### src/rtl/wb_board_arbiter_if.sv
// Board-memory Wishbone bus bundle shared by the arbiter, its requesters and
// the board-memory slave. The "master" view belongs to the arbiter, which is
// the only master the memory ever sees; the "slave" view is the environment
// side (requesters plus memory) with every direction reversed.
interface wb_board_arbiter_if #(
  parameter int NUM_MASTERS = 3,
  parameter int ADDR_W      = 8,
  parameter int DATA_W      = 8
);
  // requester side
  logic [NUM_MASTERS-1:0]        m_cyc_i;
  logic [NUM_MASTERS-1:0]        m_stb_i;
  logic [NUM_MASTERS-1:0]        m_we_i;
  logic [NUM_MASTERS*ADDR_W-1:0] m_adr_i;
  logic [NUM_MASTERS*DATA_W-1:0] m_dat_i;
  logic [DATA_W-1:0]             m_dat_o;
  logic [NUM_MASTERS-1:0]        m_ack_o;
  logic [NUM_MASTERS-1:0]        m_stall_o;
  // memory side
  logic                          s_cyc_o;
  logic                          s_stb_o;
  logic                          s_we_o;
  logic [ADDR_W-1:0]             s_adr_o;
  logic [DATA_W-1:0]             s_dat_o;
  logic [DATA_W-1:0]             s_dat_i;
  logic                          s_ack_i;
  logic                          s_stall_i;

  modport master (
    input  m_cyc_i, m_stb_i, m_we_i, m_adr_i, m_dat_i,
    output m_dat_o, m_ack_o, m_stall_o,
    output s_cyc_o, s_stb_o, s_we_o, s_adr_o, s_dat_o,
    input  s_dat_i, s_ack_i, s_stall_i
  );

  modport slave (
    output m_cyc_i, m_stb_i, m_we_i, m_adr_i, m_dat_i,
    input  m_dat_o, m_ack_o, m_stall_o,
    input  s_cyc_o, s_stb_o, s_we_o, s_adr_o, s_dat_o,
    output s_dat_i, s_ack_i, s_stall_i
  );
endinterface

### src/rtl/wb_board_arbiter.sv
// Round-robin arbiter for the single board-memory Wishbone slave.
// Grants whole cycle frames (m_cyc), muxes the owner onto the slave, routes
// ack/stall/data back, bounds pipelined outstanding transfers and forcibly
// releases a grant whose slave stops acknowledging.
module wb_board_arbiter #(
  parameter int NUM_MASTERS = 3,
  parameter int ADDR_W      = 8,
  parameter int DATA_W      = 8,
  parameter int MAX_OUTST   = 15,
  parameter int TIMEOUT     = 255
) (
  input  logic                           CLK_I,
  input  logic                           RST_I,
  wb_board_arbiter_if.master             bus,
  output logic [NUM_MASTERS-1:0]         gnt_o,
  output logic                           busy_o,
  output logic                           timeout_o,
  output logic [$clog2(NUM_MASTERS)-1:0] timeout_id_o
);
  localparam int IDX_W = $clog2(NUM_MASTERS);
  localparam int OUT_W = $clog2(MAX_OUTST + 1);
  localparam int TMR_W = $clog2(TIMEOUT + 1);

  typedef enum logic {IDLE, BUSY} state_t;

  state_t                          state_q, state_d;
  logic [NUM_MASTERS-1:0]          gnt_q, gnt_d;
  logic [IDX_W-1:0]                gidx_q, gidx_d;
  logic [IDX_W-1:0]                ptr_q, ptr_d;
  logic [OUT_W-1:0]                outst_q, outst_d;
  logic [TMR_W-1:0]                timer_q, timer_d;
  logic [NUM_MASTERS-1:0]          block_q, block_d;
  logic                            tout_q, tout_d;
  logic [IDX_W-1:0]                tid_q, tid_d;

  // per-master views of the packed request buses
  logic [NUM_MASTERS-1:0][ADDR_W-1:0] adr_v;
  logic [NUM_MASTERS-1:0][DATA_W-1:0] dat_v;
  assign adr_v = bus.m_adr_i;
  assign dat_v = bus.m_dat_i;

  // act: the bus is really owned this cycle (reset forces everything idle
  // combinationally, even before the first clock edge)
  logic act, full, accept, g_cyc, g_stb, s_stb;
  logic [NUM_MASTERS-1:0] req, ack_v, stall_v;
  logic [IDX_W-1:0]       pick;
  logic                   found;

  assign act  = RST_I && (state_q == BUSY);
  assign full = (outst_q == OUT_W'(MAX_OUTST));

  // mux the granted master onto the slave side
  always_comb begin
    g_cyc = bus.m_cyc_i[gidx_q];
    g_stb = bus.m_stb_i[gidx_q];
    s_stb = act && g_stb && !full;
    bus.s_cyc_o = act && g_cyc;
    bus.s_stb_o = s_stb;
    bus.s_we_o  = act && bus.m_we_i[gidx_q];
    bus.s_adr_o = act ? adr_v[gidx_q] : '0;
    bus.s_dat_o = act ? dat_v[gidx_q] : '0;
  end

  assign accept      = s_stb && !bus.s_stall_i;
  assign bus.m_dat_o = bus.s_dat_i;

  // per-master return path: only the owner sees ack and a real stall
  for (genvar k = 0; k < NUM_MASTERS; k++) begin : g_ret
    logic own;
    assign own        = act && (gidx_q == IDX_W'(k));
    assign ack_v[k]   = own && bus.s_ack_i;
    assign stall_v[k] = !own || bus.s_stall_i || full;
  end
  assign bus.m_ack_o   = ack_v;
  assign bus.m_stall_o = stall_v;

  // round-robin pick: first eligible request after the last owner, wrapping
  always_comb begin
    logic [IDX_W:0] cand;
    req   = bus.m_cyc_i & ~block_q;
    found = 1'b0;
    pick  = ptr_q;
    cand  = '0;
    for (int i = 1; i <= NUM_MASTERS; i++) begin
      cand = {1'b0, ptr_q} + (IDX_W+1)'(i);
      if (cand >= (IDX_W+1)'(NUM_MASTERS)) cand = cand - (IDX_W+1)'(NUM_MASTERS);
      if (!found && req[cand[IDX_W-1:0]]) begin
        found = 1'b1;
        pick  = cand[IDX_W-1:0];
      end
    end
  end

  // next-state: grant in IDLE; track outstanding/timer, release or time out in BUSY
  always_comb begin
    logic tick, dec;
    state_d = state_q;
    gnt_d   = gnt_q;
    gidx_d  = gidx_q;
    ptr_d   = ptr_q;
    outst_d = outst_q;
    timer_d = timer_q;
    tout_d  = 1'b0;
    tid_d   = tid_q;
    // a master that lets go of cyc becomes eligible again
    block_d = block_q & bus.m_cyc_i;
    tick    = (outst_q != '0) && !bus.s_ack_i;
    dec     = bus.s_ack_i && (outst_q != '0);
    case (state_q)
      IDLE: begin
        outst_d = '0;
        timer_d = '0;
        if (found) begin
          state_d     = BUSY;
          gnt_d       = '0;
          gnt_d[pick] = 1'b1;
          gidx_d      = pick;
          ptr_d       = pick;
        end
      end
      BUSY: begin
        if (tick && (timer_q == TMR_W'(TIMEOUT - 1))) begin
          state_d         = IDLE;
          gnt_d           = '0;
          outst_d         = '0;
          timer_d         = '0;
          tout_d          = 1'b1;
          tid_d           = gidx_q;
          block_d[gidx_q] = 1'b1;
        end else if (!g_cyc) begin
          state_d = IDLE;
          gnt_d   = '0;
          outst_d = '0;
          timer_d = '0;
        end else begin
          // accept and ack in one cycle cancel; a stray ack never underflows
          outst_d = outst_q + OUT_W'(accept) - OUT_W'(dec);
          timer_d = tick ? timer_q + TMR_W'(1) : '0;
        end
      end
      default: state_d = IDLE;
    endcase
  end

  // state register; reset leaves master 0 with first priority
  always_ff @(posedge CLK_I) begin
    if (!RST_I) begin
      state_q <= IDLE;
      gnt_q   <= '0;
      gidx_q  <= '0;
      ptr_q   <= IDX_W'(NUM_MASTERS - 1);
      outst_q <= '0;
      timer_q <= '0;
      block_q <= '0;
      tout_q  <= 1'b0;
      tid_q   <= '0;
    end else begin
      state_q <= state_d;
      gnt_q   <= gnt_d;
      gidx_q  <= gidx_d;
      ptr_q   <= ptr_d;
      outst_q <= outst_d;
      timer_q <= timer_d;
      block_q <= block_d;
      tout_q  <= tout_d;
      tid_q   <= tid_d;
    end
  end

  assign gnt_o        = gnt_q;
  assign busy_o       = (state_q == BUSY);
  assign timeout_o    = tout_q;
  assign timeout_id_o = tid_q;
endmodule

### src/flat_wrapper.sv
// flat-port wrapper written by rule: the top's interface ports become plain ports
module wb_board_arbiter_flat 
#(
  parameter int NUM_MASTERS = 3,
  parameter int ADDR_W      = 8,
  parameter int DATA_W      = 8,
  parameter int MAX_OUTST   = 15,
  parameter int TIMEOUT     = 255
)
  (CLK_I, RST_I, gnt_o, busy_o, timeout_o, timeout_id_o, bus_m_cyc_i, bus_m_stb_i, bus_m_we_i, bus_m_adr_i, bus_m_dat_i, bus_m_dat_o, bus_m_ack_o, bus_m_stall_o, bus_s_cyc_o, bus_s_stb_o, bus_s_we_o, bus_s_adr_o, bus_s_dat_o, bus_s_dat_i, bus_s_ack_i, bus_s_stall_i);
  wb_board_arbiter_if #(.NUM_MASTERS(NUM_MASTERS), .ADDR_W(ADDR_W), .DATA_W(DATA_W)) bus_i ();
  input  logic CLK_I;
  input  logic RST_I;
  output logic [NUM_MASTERS-1:0] gnt_o;
  output logic busy_o;
  output logic timeout_o;
  output logic [$clog2(NUM_MASTERS)-1:0] timeout_id_o;
  input wire logic [$bits(bus_i.m_cyc_i)-1:0] bus_m_cyc_i;
  input wire logic [$bits(bus_i.m_stb_i)-1:0] bus_m_stb_i;
  input wire logic [$bits(bus_i.m_we_i)-1:0] bus_m_we_i;
  input wire logic [$bits(bus_i.m_adr_i)-1:0] bus_m_adr_i;
  input wire logic [$bits(bus_i.m_dat_i)-1:0] bus_m_dat_i;
  output wire logic [$bits(bus_i.m_dat_o)-1:0] bus_m_dat_o;
  output wire logic [$bits(bus_i.m_ack_o)-1:0] bus_m_ack_o;
  output wire logic [$bits(bus_i.m_stall_o)-1:0] bus_m_stall_o;
  output wire logic [$bits(bus_i.s_cyc_o)-1:0] bus_s_cyc_o;
  output wire logic [$bits(bus_i.s_stb_o)-1:0] bus_s_stb_o;
  output wire logic [$bits(bus_i.s_we_o)-1:0] bus_s_we_o;
  output wire logic [$bits(bus_i.s_adr_o)-1:0] bus_s_adr_o;
  output wire logic [$bits(bus_i.s_dat_o)-1:0] bus_s_dat_o;
  input wire logic [$bits(bus_i.s_dat_i)-1:0] bus_s_dat_i;
  input wire logic [$bits(bus_i.s_ack_i)-1:0] bus_s_ack_i;
  input wire logic [$bits(bus_i.s_stall_i)-1:0] bus_s_stall_i;
  assign bus_i.m_cyc_i = bus_m_cyc_i;
  assign bus_i.m_stb_i = bus_m_stb_i;
  assign bus_i.m_we_i = bus_m_we_i;
  assign bus_i.m_adr_i = bus_m_adr_i;
  assign bus_i.m_dat_i = bus_m_dat_i;
  assign bus_m_dat_o = bus_i.m_dat_o;
  assign bus_m_ack_o = bus_i.m_ack_o;
  assign bus_m_stall_o = bus_i.m_stall_o;
  assign bus_s_cyc_o = bus_i.s_cyc_o;
  assign bus_s_stb_o = bus_i.s_stb_o;
  assign bus_s_we_o = bus_i.s_we_o;
  assign bus_s_adr_o = bus_i.s_adr_o;
  assign bus_s_dat_o = bus_i.s_dat_o;
  assign bus_i.s_dat_i = bus_s_dat_i;
  assign bus_i.s_ack_i = bus_s_ack_i;
  assign bus_i.s_stall_i = bus_s_stall_i;
  wb_board_arbiter #(.NUM_MASTERS(NUM_MASTERS), .ADDR_W(ADDR_W), .DATA_W(DATA_W), .MAX_OUTST(MAX_OUTST), .TIMEOUT(TIMEOUT)) u_core (.CLK_I(CLK_I), .RST_I(RST_I), .bus(bus_i), .gnt_o(gnt_o), .busy_o(busy_o), .timeout_o(timeout_o), .timeout_id_o(timeout_id_o));
endmodule
### config.mk
export PLATFORM = sky130hd
export DESIGN_NAME = wb_board_arbiter_flat
export DESIGN_NICKNAME = d
export VERILOG_FILES = /design/src/rtl/wb_board_arbiter_if.sv /design/src/rtl/wb_board_arbiter.sv /design/src/flat_wrapper.sv
export SDC_FILE = /design/constraint.sdc
export NUM_CORES = 1
export LEC_CHECK = 0
export BUFFER_PORTS_ARGS = -buffer_cell sky130_fd_sc_hd__buf_2
export CAP_MARGIN = 20
export CORE_MARGIN = 10
export CORE_UTILIZATION = 35
export DETAILED_ROUTE_END_ITERATION = 10
export PLACE_DENSITY = 0.68
export SLEW_MARGIN = 20
export SYNTH_ARGS = -nofsm -noshare
export SYNTH_HDL_FRONTEND = slang
export SYNTH_SLANG_ARGS = --single-unit
export TNS_END_PERCENT = 20
### constraint.sdc
create_clock -name CLK_I -period 2.45 [get_ports CLK_I]
set_input_delay 0 -clock CLK_I [delete_from_list [all_inputs] [get_ports CLK_I]]
set_output_delay 0 -clock CLK_I [all_outputs]
set_load 0.02 [all_outputs]
== Word level (Yosys, flattened, before mapping) ==
Index checks and enable logic that the tools add are counted.
Storage, ports and cells
  bits of input ports: 69
  logic and storage cells: 127
  output and inout bits: 40
  flip-flop bits (word level): 26
Cells by class
  mux-type cells: 49
  equal/unequal tests: 6
  reductions and logical operators: 39
  order comparisons: 10
  bitwise operators: 5
  $add $sub $neg: 9
Operator list (count)
  $mux W8: 7
  $bmux W8 S2: 2
  $logic_and A1 B1 Y1: 19
  $pmux W8 S2: 1
  $lt A2 B3 Y1 const B: 5
  $mux W1: 15
  $mux W3: 5
  $bmux W1 S2: 6
  $mux W2: 6
  $ge A3 B2 Y1 const B: 3
  $add A8 B1 Y8 const B: 1
  $eq A8 B8 Y1 const B: 1
  $logic_not A1 Y1: 8
  $mux W4: 2
  $pmux W4 S2: 1
  $reduce_and A2 Y1: 4
  $add A2 B2 Y3 const B: 2
  $and A3 B3 Y3: 2
  $logic_or A1 B1 Y1: 6
  $pmux W3 S2: 1
  $sub A2 B2 Y2 const B: 3
  $add A4 B1 Y4: 1
  $demux W1 S2: 2
  $eq A4 B4 Y1 const B: 1
  13 further kinds: 14

== Depth between registers and ports, before layout ==
Gate-level depths: netlist of the first run.
  depth after elaboration: 18
  depth in mapped cells: 11
  mapped depth without buffers: 11

== Worst setup path before layout of the first run ==
OpenSTA, ideal clock, no wires.
  path type: flip-flop to flip-flop
  start: register u_core.ptr_q[0]
  end: register u_core.gnt_q[0], in the netlist u_core.gnt_o[0]
  stages on the path, launching flop included: 11
  path slack: -0.248 ns
  arrival time: 2.581 ns
  setup time: 0.117 ns
  path buffers: 4
  period minus slack after synthesis: 2.698 ns
  required time: 2.333 ns
  cells stage by stage: dfxtp_1 -> buf_2 -> buf_2 -> buf_1 -> inv_1 -> ha_1 -> clkbuf_1 -> or3b_1 -> a21boi_1 -> nor3_1 -> a22o_1
On the way
  longest elaborated chain between the ends: 18
  elaborated cells between the ends (all ways): 37
  those cells by class: 6 x add/sub; 5 x order compare; 1 x eq/ne; 19 x mux; 6 x reduce/logical
Ends and longest elaborated chain
  from (decl): line wb_board_arbiter.sv:29  | logic [IDX_W-1:0] ptr_q, ptr_d;
  from (signal assigned): line wb_board_arbiter.sv:151  | ptr_q <= IDX_W'(NUM_MASTERS - 1);
  from (signal assigned): line wb_board_arbiter.sv:161  | ptr_q <= ptr_d;
  $add A2 B1 Y3: line wb_board_arbiter.sv:85  | cand = {1'b0, ptr_q} + (IDX_W+1)'(i);
  $ge A3 B2 Y1 or $sub A2 B2 Y2 (tied branches): line wb_board_arbiter.sv:86  | if (cand >= (IDX_W+1)'(NUM_MASTERS)) cand = cand - (IDX_W+1)'(NUM_MASTERS);
  $mux W2: line wb_board_arbiter.sv:86
  $bmux W1 S2: line wb_board_arbiter.sv:87  | if (!found && req[cand[IDX_W-1:0]]) begin
  $mux W1 (not written as such): line wb_board_arbiter.sv:87
  $mux W1: line wb_board_arbiter.sv:87
  $logic_not A1 Y1: line wb_board_arbiter.sv:87
  $logic_and A1 B1 Y1: line wb_board_arbiter.sv:87
  [2 not listed]
  $logic_and A1 B1 Y1: line wb_board_arbiter.sv:87
  $mux W2: line wb_board_arbiter.sv:87
  $lt A2 B3 Y1 (not written as such) or $ge A2 B1 Y1 (tied branches): line wb_board_arbiter.sv:116  | gnt_d[pick] = 1'b1;
  $logic_and A1 B1 Y1 (not written as such): line wb_board_arbiter.sv:116
  $mux W1 (not written as such): line wb_board_arbiter.sv:116
  $demux W1 S2
  $mux W3: line wb_board_arbiter.sv:113  | if (found) begin
  $pmux W3 S2: line wb_board_arbiter.sv:109  | case (state_q)
  to (signal assigned): line wb_board_arbiter.sv:159  | gnt_q <= gnt_d;
  to (decl): line wb_board_arbiter.sv:27  | logic [NUM_MASTERS-1:0] gnt_q, gnt_d;
Parallel ways exist; a longest one is shown, timed or not. The select of a mux whose other input is x is not followed.
A chain may end at the register's enable or synchronous reset.

==> insert_results.sql, run 1 <==
INSERT INTO impl_metrics (metric_group, metric, value, unit) VALUES
('hold_path', 'holdPathStages', '0', ''),
('floorplan', 'row_count', '26', ''),
('clocking', 'cts-resized-gates', '0', ''),
('pwr', 'peakVddDrop', '0.4563', 'mV'),
('sta', 'number_of_max_slew_violations_in_the_final_report', '0', ''),
('clocking', 'cts_setup_buffers', '0', ''),
('sta', 'min_period', '2.100', 'ns'),
('yosys', 'synth.most_common_cell', 'sky130_fd_sc_hd__nor2_1', ''),
('hold_path', 'hold-path-endpoint', 'bus_m_dat_o[5]', ''),
('sta', 'hold_violations', '0', ''),
('sta', 'max_freq', '476.2', 'MHz'),
('grt', 'gr_util_all_layers', '12.94', '%'),
('worst_setup_path', 'path_max_fanout', '20', ''),
('yosys', 'yosys.cell_types.count', '47', ''),
('sta', 'timing.slew.headroom', '68.69', '%'),
('yosys', 'synth_top_flop_cell', 'sky130_fd_sc_hd__dfxtp_1', ''),
('floorplan', 'starting_density_of_the_core', '36.97', '%'),
('clocking', 'clk_pin_slew_worst_paths', '0.09', 'ns'),
('sta', 'final-setup-viol-count', '0', ''),
('floorplan', 'die_y_extent', '94.15', 'um'),
('yosys', 'ys_seq_elements', '25', ''),
('yosys', 'ys_seq_area_share', '26.01', '%'),
('finish', 'layout.nets', '419', ''),
('worst_setup_path', 'end_kind', 'flip-flop', ''),
('grt', 'number_of_global_route_vias_before_repair', '2076', ''),
('yosys', 'synth.top_cell.area_share', '26.01', '%'),
('worst_setup_path', 'critPathSlowestCell', 'sky130_fd_sc_hd__fa_1', ''),
('grt', 'grt_first_pass_wirelength', '9632', 'um'),
('sta', 'fin_hold_ws', '0.000008814', 'ns'),
('routing', 'post_drt_wl_per_cell', '14.77', 'um'),
('yosys', 'synth_enable_flop_cells', '0', ''),
('clocking', 'postCtsHoldBufs', '1', ''),
('floorplan', 'chipWidth', '94.15', 'um'),
('floorplan', 'floorplan.die_area', '8864', 'um^2'),
('routing', 'total_detailed_routing_wirelength', '6010', 'um'),
('finish', 'n_fill_cell', '562', ''),
('clocking', 'insertion_delay', '0.27', 'ns'),
('yosys', 'mappedNetlistArea', '1924', 'um^2'),
('hold_path', 'hold_class', 'input port to output pin', ''),
('flow_run', 'drv_cap', '0', ''),
('clocking', 'ctsHtreeMaxLevel', '1', ''),
('yosys', 'async_reset_ff_share', '0', '%'),
('sta', 'worstMarginPinSlew', '0.4691', 'ns'),
('routing', 'detailedRoute.firstIterationViolations', '92', ''),
('finish', 'postLayoutCoreUtil', '47.72', '%'),
('routing', 'post_route_ant_nets', '0', ''),
('yosys', 'postSynthCellCount', '253', ''),
('sta', 'setup_tns_after_final_layout', '0', 'ns'),
('clocking', 'cts.sinks', '25', ''),
('floorplan', 'num_io_pins', '109', ''),
('sta', 'min_period_over_period', '85.71', '%'),
('floorplan', 'core-area', '5205', 'um^2'),
('sta', 'fin_skew', '0.007097', 'ns'),
('status', 'result_of_the_run', 'completed', ''),
('yosys', 'synth.net_count', '334', ''),
('yosys', 'synthesis.yosys.warnings', '0', ''),
('yosys', 'synth_top_area_cell', 'sky130_fd_sc_hd__dfxtp_1', ''),
('worst_setup_path', 'timing.rr.start', 'u_core.ptr_q[0]$_SDFFE_PN0P_', ''),
('routing', 'routed_via_density', '4.990', ''),
('routing', 'routed-via-count', '2031', ''),
('worst_setup_path', 'cp_cell_sequence', 'buf_4, mux2i_1, o21ai_0, and3_1, ha_1, inv_1, fa_1, xor2_1, nor2_1', ''),
('clocking', 'numCtsBuffers', '3', ''),
('worst_setup_path', 'worst-r2r-setup-slack', '0.35', 'ns'),
('sta', 'setup_repair_after_global_routing_missed_its_margin', 'no', ''),
('worst_setup_path', 'rr_endpoint', 'u_core.outst_q[2]$_SDFF_PP0_', ''),
('pwr', 'total_power', '0.002069', 'W'),
('finish', 'area.growth.synth_to_final', '29.06', '%'),
('grt', 'antenna_found_initial', '0', ''),
('worst_setup_path', 'crit_required', '2.61', 'ns'),
('finish', 'multi_input_gate_area_in_the_final_layout', '1267', 'um^2'),
('yosys', 'ys_top_cells_by_area', 'sky130_fd_sc_hd__dfxtp_1, sky130_fd_sc_hd__mux2i_1, sky130_fd_sc_hd__nor2_1, sky130_fd_sc_hd__ha_1, sky130_fd_sc_hd__a21oi_1', '');
-- report_power, final --
| group | total (W) | switching, W | internal (W) |
|---|---|---|---|
| registers | 0.000509 | 0.0000495 | 0.000460 |
| logic | 0.00131 | 0.000772 | 0.000541 |
| clock network | 0.000246 | 0.000131 | 0.000115 |
-- area by class of cell --
cell class              count  share of cell area (%)
flip-flops and latches     25                   20.15
clock buffers               3                   1.662
multi-input cells         195                   51.03
repair buffers            102                   21.66
inverters                  11                   1.662
clock inverters             1                  0.3023
well taps                  70                   3.526
-- sequential cells by signal, summed over array words and instances (netlist names) --
register	cells
u_core.ptr_q	2
u_core.block_q	3
u_core.timeout_id_o	2
u_core.timeout_o	1
u_core.outst_q	4
u_core.gnt_o	3
u_core.timer_q	8
u_core.gidx_q	1
u_core.busy_o	1
-- placed cells by master, fill, tap and decap left out, drive strengths merged, types with 3 or more instances in the layout --
cell | Yosys | routed
nor2 | 52 | 52
buf | 14 | 101
nand3 | 12 | 12
nand3b | 3 | 3
dfxtp | 25 | 25
ha | 11 | 11
inv | 11 | 11
and3 | 6 | 6
a31oi | 3 | 3
nor2b | 3 | 3
and2 | 3 | 3
a21oi | 23 | 23
nand2 | 9 | 9
xor2 | 6 | 6
nand2b | 3 | 3
mux2i | 21 | 21
clkbuf | 8 | 3
nor3 | 3 | 3
o21ai | 8 | 8
-- stage by stage --
step,area (um^2),cells,setup slack (ns)
final,2484,407,0.3500
after global routing,2484,407,0.1421
after floorplan,1941,253,0.05488
after CTS,2484,407,0.3396
after global placement,2425,402,0.3813
after detailed placement,2425,402,0.3371
-- logic make-up after synthesis --
kind of cell             count (synthesis)  synth area share [%]
AO/OA/AOI/OAI                           50                 15.93
buffers and inverters                   33                 8.648
XOR/XNOR                                 8                 3.641
adder cells (fa/ha/maj)                 12                 8.192
multiplexers                            21                 10.92
flip-flops                              25                 26.01
AND/OR/NAND/NOR                        104                 26.66
-- worst max-delay path by stage --
stage,to,slack [ns],cells after the start
detailed placement,u_core.outst_q[2]$_SDFF_PP0_,0.34,11
global placement,u_core.outst_q[2]$_SDFF_PP0_,0.38,9
floorplan,u_core.gnt_o[0]$_SDFFE_PN0P_,0.05,11
global route,u_core.outst_q[2]$_SDFF_PP0_,0.14,9
CTS,u_core.outst_q[2]$_SDFF_PP0_,0.34,11
finish,u_core.outst_q[2]$_SDFF_PP0_,0.35,9
-- critical path: cells and delay by family, from the launching register on --
family | cells | cell delay [ns]
compound gates | 1 | 0.25
xor+xnor | 1 | 0.14
fa+ha+maj | 2 | 0.54
buf+inv | 2 | 0.33
flops | 1 | 0.34
mux | 1 | 0.12
simple gates | 2 | 0.25
-- routing by layer --
metal	wire (um)	vias to the layer above	GRT usage (%)
met5	0	-	0
met4	61	0	2.911
met3	346	11	3.597
met2	3107	45	22.88
met1	2495	945	14.94
li1	-	1030	-
No activity file was read; power rests on OpenSTA's default activity.
==> run 2, diff against run 1 <==
- CORE_UTILIZATION: 35 -> 40
- PLACE_DENSITY: 0.68 -> 0.77
==> insert_results.sql, run 2 (synthesis gave the netlist of run 1 again) <==
INSERT INTO impl_metrics (metric_group, metric, value, unit) VALUES
('routing', 'drt_pass1_iterations', '4', ''),
('clocking', 'ctsHtreeMaxLevel', '1', ''),
('routing', 'post_drt_wl_per_cell', '15.09', 'um'),
('floorplan', 'core-area', '4692', 'um^2'),
('clocking', 'cts.sinks', '25', ''),
('routing', 'drc', '0', ''),
('finish', 'largest_register_ff_count', '8', ''),
('clocking', 'cts.path.max_buffers', '2', ''),
('pwr', 'powerDensity', '836.6', 'nW/um^2'),
('pwr', 'leakage', '1.179', 'nW'),
('clocking', 'numCtsBuffers', '3', ''),
('finish', 'most-common-layout-cells', 'sky130_fd_sc_hd__buf_2, sky130_fd_sc_hd__nor2_1, sky130_fd_sc_hd__dfxtp_1, sky130_fd_sc_hd__a21oi_1, sky130_fd_sc_hd__mux2i_1', ''),
('worst_setup_path', 'end_kind', 'flip-flop', ''),
('grt', 'globalRouteOverflowTotal', '0', ''),
('routing', 'routed-via-count', '1988', ''),
('sta', 'setup_tns_after_final_layout', '0', 'ns'),
('status', 'result_of_the_run', 'completed', ''),
('sta', 'worstMarginPinSlew', '0.4640', 'ns'),
('finish', 'postLayoutCoreUtil', '52.13', '%'),
('sta', 'min_period', '2.199', 'ns'),
('placement', 'placement.io_buffers', '92', ''),
('worst_setup_path', 'path_max_fanout', '10', ''),
('sta', 'fin_skew', '0.002363', 'ns'),
('clocking', 'cts_setup_buffers', '0', ''),
('clocking', 'clock-root-buffer', 'sky130_fd_sc_hd__clkbuf_8', ''),
('floorplan', 'starting_density_of_the_core', '41.01', '%'),
('finish', 'insertedDiodeCount', '0', ''),
('floorplan', 'chipWidth', '89.36', 'um'),
('floorplan', 'die_y_extent', '89.36', 'um'),
('placement', 'finalWeightedCongestion', '0.8683', ''),
('finish', 'area.growth.synth_to_final', '27.11', '%'),
('clocking', 'tritoncts', 'yes', ''),
('sta', 'setup_repair_after_global_routing_missed_its_margin', 'no', ''),
('finish', 'n_fill_cell', '470', ''),
('clocking', 'postCtsHoldBufs', '1', ''),
('clocking', 'clk_pin_slew_worst_paths', '0.08', 'ns'),
('grt', 'gr_util_all_layers', '13.87', '%'),
('grt', 'grt_first_pass_wirelength', '9170', 'um'),
('grt', 'number_of_global_route_vias_before_repair', '1991', ''),
('finish', 'layout.nets', '417', ''),
('grt', 'largest_net_degree_at_the_start_of_global_routing', '24', ''),
('finish', 'largest-register', 'u_core.timer_q', ''),
('sta', 'max_freq', '454.7', 'MHz'),
('clocking', 'cts-resized-gates', '0', ''),
('worst_setup_path', 'crit_type', 'flip-flop to flip-flop', ''),
('pwr', 'peakVddDrop', '0.3881', 'mV'),
('sta', 'min_period_over_period', '89.76', '%'),
('hold_path', 'hold_class', 'input port to output pin', ''),
('finish', 'drive_gt1_share', '31.94', '%'),
('placement', 'dpl.hpwl', '4818', 'um'),
('worst_setup_path', 'crit_required', '2.66', 'ns'),
('grt', 'antenna_found_initial', '0', ''),
('finish', 'layout.cells.most_common', 'sky130_fd_sc_hd__buf_2', ''),
('routing', 'routed_via_density', '5.111', ''),
('worst_setup_path', 'crit_path_start_kind', 'flip-flop', ''),
('routing', 'detailedRoute.firstIterationViolations', '104', ''),
('sta', 'timing.slew.headroom', '69.04', '%'),
('sta', 'number_of_max_slew_violations_in_the_final_report', '0', ''),
('clocking', 'insertion_delay', '0.26', 'ns'),
('floorplan', 'floorplan.die_area', '7985', 'um^2'),
('flow_run', 'drv_cap', '0', ''),
('floorplan', 'row_count', '25', ''),
('floorplan', 'num_io_pins', '109', ''),
('sta', 'hold_violations', '0', ''),
('sta', 'final-setup-viol-count', '0', ''),
('finish', 'largest_registers', 'u_core.timer_q x8, u_core.outst_q x4', ''),
('routing', 'post_route_ant_nets', '0', ''),
('routing', 'total_detailed_routing_wirelength', '5871', 'um'),
('worst_setup_path', 'cp_data_arrival_time', '2.41', 'ns');
-- run 2: changes by cell type in the layout (fill, tap and decap cells not counted) --
cell                         before  now
sky130_fd_sc_hd__buf_4            9    7
sky130_fd_sc_hd__clkinv_2         0    1
sky130_fd_sc_hd__clkinvlp_4       1    0
-- run 2: power breakdown --
| part | internal (W) | switching (W) | leakage [nW] |
|---|---|---|---|
| clock network | 0.000113 | 0.000122 | 0.0255 |
| registers | 0.000460 | 0.0000506 | 0.203 |
| logic | 0.000518 | 0.000782 | 0.950 |
-- run 2: worst max-delay path, cell delays in order, from the launching register on --
cell and delay (ns):
sky130_fd_sc_hd__dfxtp_1 0.39, sky130_fd_sc_hd__inv_1 0.09, sky130_fd_sc_hd__ha_1 0.42, sky130_fd_sc_hd__nor4bb_2 0.23, sky130_fd_sc_hd__a311oi_1 0.30, sky130_fd_sc_hd__a21bo_1 0.28, sky130_fd_sc_hd__o21ai_1 0.25, sky130_fd_sc_hd__a22o_1 0.19
-- run 2: path summary, 6_finish.rpt --
| check | startpoint | end | slack, ns | cells past startpoint |
|---|---|---|---|---|
| worst max register to register | u_core.ptr_q[1]$_SDFFE_PN1P_ | u_core.gnt_o[0]$_SDFFE_PN0P_ | 0.25 | 7 |
| worst max-delay path | u_core.ptr_q[1]$_SDFFE_PN1P_ | u_core.gnt_o[0]$_SDFFE_PN0P_ | 0.25 | 7 |
| worst min-delay path | bus_s_dat_i[1] | bus_m_dat_o[1] | 0.000006 | 0 |
| worst min register to register | u_core.gnt_o[2]$_SDFFE_PN0P_ | u_core.gnt_o[2]$_SDFFE_PN0P_ | 0.49 | 1 |
-- run 2: layer usage --
metal / track usage [%] / routed length (um) / up-vias
met5: 0 / 0 / -
met4: 2.457 / 43 / 0
met3: 2.735 / 311 / 4
met2: 26.14 / 3236 / 35
met1: 15.73 / 2280 / 922
li1: - / - / 1027
-- run 2: layout make-up --
cell class	count	area, um^2	area share [%]
Tap cell	54	67.56	2.762
Inverter	11	41.29	1.688
Timing Repair Buffer	100	523.0	21.38
Clock buffer	3	41.29	1.688
Sequential cell	25	500.5	20.46
Multi-Input combinational cell	195	1267	51.82
Clock inverter	1	5.005	0.2046
-- run 2: per-stage QoR --
stage	total power, W	cell area (um^2)	std cells	hold WS [ns]	worst slack (ns)
detailed placement	0.001812	2390	384	0.0001487	0.3042
global route	0.002224	2446	389	0.00003605	0.09136
global placement	0.001778	2390	384	0.0001487	0.4266
floorplan	0.001482	1941	253	0.07183	0.05488
finish	0.002046	2446	389	0.000005604	0.2508
CTS	0.002059	2446	389	0.0001487	0.2616
==> run 3, diff against run 2 <==
- clock period: 2.45 -> 1.8 ns (I/O delays scaled with it)
==> insert_results.sql, run 3 (synthesis gave the netlist of run 1 again) <==
INSERT INTO impl_metrics (metric_group, metric, value, unit) VALUES
('status', 'result_of_the_run', 'finished with violations', ''),
('status', 'violated_checks', 'setup timing', ''),
('finish', 'largest_register_ff_count', '8', ''),
('placement', 'dpl_cell_area', '2564', 'um^2'),
('placement', 'dpl.hpwl', '5269', 'um'),
('worst_setup_path', 'timing.rr.start', 'u_core.outst_q[2]$_SDFF_PP0_', ''),
('sta', 'max_freq', '490.7', 'MHz'),
('grt', 'gr-usage-met2', '26.40', '%'),
('clocking', 'insertion_delay', '0.28', 'ns'),
('routing', 'drt_pass1_iterations', '4', ''),
('floorplan', 'chipWidth', '89.36', 'um'),
('sta', 'hold_violations', '0', ''),
('finish', 'insertedDiodeCount', '0', ''),
('clocking', 'ctsHtreeMaxLevel', '1', ''),
('worst_setup_path', 'end_kind', 'flip-flop', ''),
('placement', 'pre_cts_ws', '-0.2743', 'ns'),
('finish', 'layout.cell_area.non_filler', '2755', 'um^2'),
('worst_setup_path', 'path_max_fanout', '2', ''),
('pwr', 'powerDensity', '1143', 'nW/um^2'),
('clocking', 'clock-root-buffer', 'sky130_fd_sc_hd__clkbuf_8', ''),
('finish', 'largest-register', 'u_core.timer_q', ''),
('hold_path', 'hold_class', 'input port to output pin', ''),
('routing', 'total_detailed_routing_wirelength', '6749', 'um'),
('finish', 'most-common-layout-cells', 'sky130_fd_sc_hd__buf_2, sky130_fd_sc_hd__nor2_1, sky130_fd_sc_hd__buf_4, sky130_fd_sc_hd__a21oi_1', ''),
('sta', 'number_of_max_slew_violations_in_the_final_report', '0', ''),
('grt', 'gr_util_all_layers', '15.07', '%'),
('placement', 'placement.io_buffers', '92', ''),
('floorplan', 'num_io_pins', '109', ''),
('routing', 'routed_via_density', '5.200', ''),
('flow_run', 'drv_cap', '0', ''),
('clocking', 'numCtsBuffers', '3', ''),
('finish', 'layout.nets', '438', ''),
('floorplan', 'core-area', '4692', 'um^2'),
('floorplan', 'floorplan.die_area', '7985', 'um^2'),
('grt', 'gr_util_met3', '3.464', '%'),
('routing', 'detailedRoute.firstIterationViolations', '128', ''),
('finish', 'layout.cells.most_common', 'sky130_fd_sc_hd__buf_2', ''),
('pwr', 'peakVddDrop', '0.5558', 'mV'),
('pwr', 'leakage', '1.318', 'nW'),
('grt', 'antenna_found_initial', '0', ''),
('pwr', 'total_power', '0.003149', 'W'),
('grt', 'grt-busiest-layer', 'met2', ''),
('sta', 'timing.slew.headroom', '76.42', '%'),
('clocking', 'tritoncts', 'yes', ''),
('routing', 'post_drt_wl_per_cell', '16.46', 'um'),
('floorplan', 'die_y_extent', '89.36', 'um'),
('sta', 'fin_hold_ws', '0.000008814', 'ns'),
('worst_setup_path', 'worst-r2r-setup-slack', '-0.24', 'ns'),
('sta', 'final-setup-viol-count', '17', ''),
('sta', 'fin_skew', '0.007264', 'ns'),
('sta', 'setup_repair_after_global_routing_missed_its_margin', 'yes', ''),
('finish', 'area.growth.synth_to_final', '43.17', '%'),
('grt', 'grt_util_met1', '18.58', '%'),
('routing', 'post_route_ant_nets', '0', ''),
('sta', 'min_period_over_period', '113.2', '%'),
('floorplan', 'row_count', '25', ''),
('clocking', 'clk_pin_slew_worst_paths', '0.10', 'ns'),
('sta', 'worstMarginPinSlew', '0.3537', 'ns'),
('hold_path', 'hold-path-endpoint', 'bus_m_dat_o[0]', ''),
('sta', 'min_period', '2.038', 'ns'),
('grt', 'number_of_global_route_vias_before_repair', '2100', ''),
('worst_setup_path', 'crit_required', '1.99', 'ns'),
('finish', 'drive_gt1_share', '44.10', '%'),
('finish', 'largest_registers', 'u_core.timer_q x8, u_core.outst_q x4', ''),
('grt', 'grt_first_pass_wirelength', '9791', 'um'),
('routing', 'drc', '0', ''),
('placement', 'finalWeightedCongestion', '0.8810', ''),
('worst_setup_path', 'cp_data_arrival_time', '2.22', 'ns'),
('floorplan', 'starting_density_of_the_core', '41.01', '%'),
('routing', 'routed-via-count', '2132', ''),
('hold_path', 'worst_hold_startpoint', 'bus_s_dat_i[0]', ''),
('clocking', 'cts.sinks', '25', ''),
('worst_setup_path', 'crit_path_start_kind', 'flip-flop', ''),
('hold_path', 'holdPathStages', '0', ''),
('clocking', 'cts.path.max_buffers', '2', ''),
('grt', 'largest_net_degree_at_the_start_of_global_routing', '22', ''),
('sta', 'setup_tns_after_final_layout', '-1.695', 'ns'),
('worst_setup_path', 'crit_type', 'flip-flop to flip-flop', ''),
('worst_setup_path', 'rr_endpoint', 'u_core.outst_q[1]$_SDFF_PP0_', ''),
('grt', 'globalRouteOverflowTotal', '0', ''),
('worst_setup_path', 'r2r.worst_path.cells', '10', ''),
('sta', 'fin_ws', '-0.2379', 'ns');
==> run 3: cell count changes in the layout (fill, tap and decap cells not counted), moves of 3 or more <==
| cell | change |
|---|---|
| sky130_fd_sc_hd__buf_4 | +17 |
| sky130_fd_sc_hd__buf_6 | +3 |
| sky130_fd_sc_hd__dfxtp_1 | -4 |
| sky130_fd_sc_hd__dfxtp_2 | +4 |
| sky130_fd_sc_hd__ha_1 | -4 |
| sky130_fd_sc_hd__inv_1 | -4 |
| sky130_fd_sc_hd__inv_2 | +3 |
==> run 3: what timing repair did <==
item | 4_1_cts | 5_1_grt
setup endpoints to repair | 19 | 22
pin swaps | 3 | 10
resized for setup | 13 | 14
setup buffers | 1 | 4
hold endpoints to repair | 1 | 0
gates cloned | 0 | 1
hold buffers | 1 | 0
==> run 3: worst max-delay path by stage <==
stage | from | to | slack, ns | cells after the start
after global placement | u_core.outst_q[2]$_SDFF_PP0_ | u_core.outst_q[2]$_SDFF_PP0_ | -0.16 | 11
after CTS | u_core.outst_q[3]$_SDFF_PP0_ | u_core.outst_q[1]$_SDFF_PP0_ | -0.21 | 10
after global routing | u_core.outst_q[2]$_SDFF_PP0_ | u_core.outst_q[1]$_SDFF_PP0_ | -0.34 | 10
after detailed placement | u_core.outst_q[2]$_SDFF_PP0_ | u_core.outst_q[2]$_SDFF_PP0_ | -0.27 | 11
after floorplan | u_core.ptr_q[0]$_SDFFE_PN0P_ | u_core.gnt_o[0]$_SDFFE_PN0P_ | -0.28 | 11
final | u_core.outst_q[2]$_SDFF_PP0_ | u_core.outst_q[1]$_SDFF_PP0_ | -0.24 | 10
==> run 3: layout make-up <==
type | count | area, um^2
well taps | 54 | 67.56
clock buffers | 3 | 41.29
repair buffers | 121 | 689.4
multi-input cells | 195 | 1399
fillers | 434 | 1937
flip-flops and latches | 25 | 505.5
inverters | 11 | 43.79
clock inverters | 1 | 8.758
==> run 3: power breakdown <==
group / switching [W] / internal [W] / total (W)
Combinational: 0.00117 / 0.000916 / 0.00209
Sequential: 0.0000675 / 0.000631 / 0.000698
Clock: 0.000203 / 0.000163 / 0.000366
Total: 0.00144 / 0.00171 / 0.00315
==> run 3: through the flow <==
step | cells | utilization, %
4_1_cts | 406 | 56.88
5_1_grt | 410 | 58.72
3_3_place_gp | 400 | 54.64
2_1_floorplan | 253 | -
3_5_place_dp | 400 | 54.64
6_report | 410 | 58.72
==> run 3: routing by layer <==
layer	routed length (um)	part of all wire, %
met1	2714	40
met2	3647	54
met3	346	5.1
met4	42	0.62
met5	0	0
==> run 3: critical path, cell delays in order (launching register included) <==
cell and delay [ns]:
sky130_fd_sc_hd__dfxtp_2 0.34, sky130_fd_sc_hd__inv_2 0.07, sky130_fd_sc_hd__ha_4 0.12, sky130_fd_sc_hd__nor3b_4 0.22
sky130_fd_sc_hd__nor2b_2 0.08, sky130_fd_sc_hd__ha_1 0.27, sky130_fd_sc_hd__inv_1 0.06, sky130_fd_sc_hd__ha_2 0.18
sky130_fd_sc_hd__inv_2 0.04, sky130_fd_sc_hd__fa_2 0.50, sky130_fd_sc_hd__nor2_1 0.04
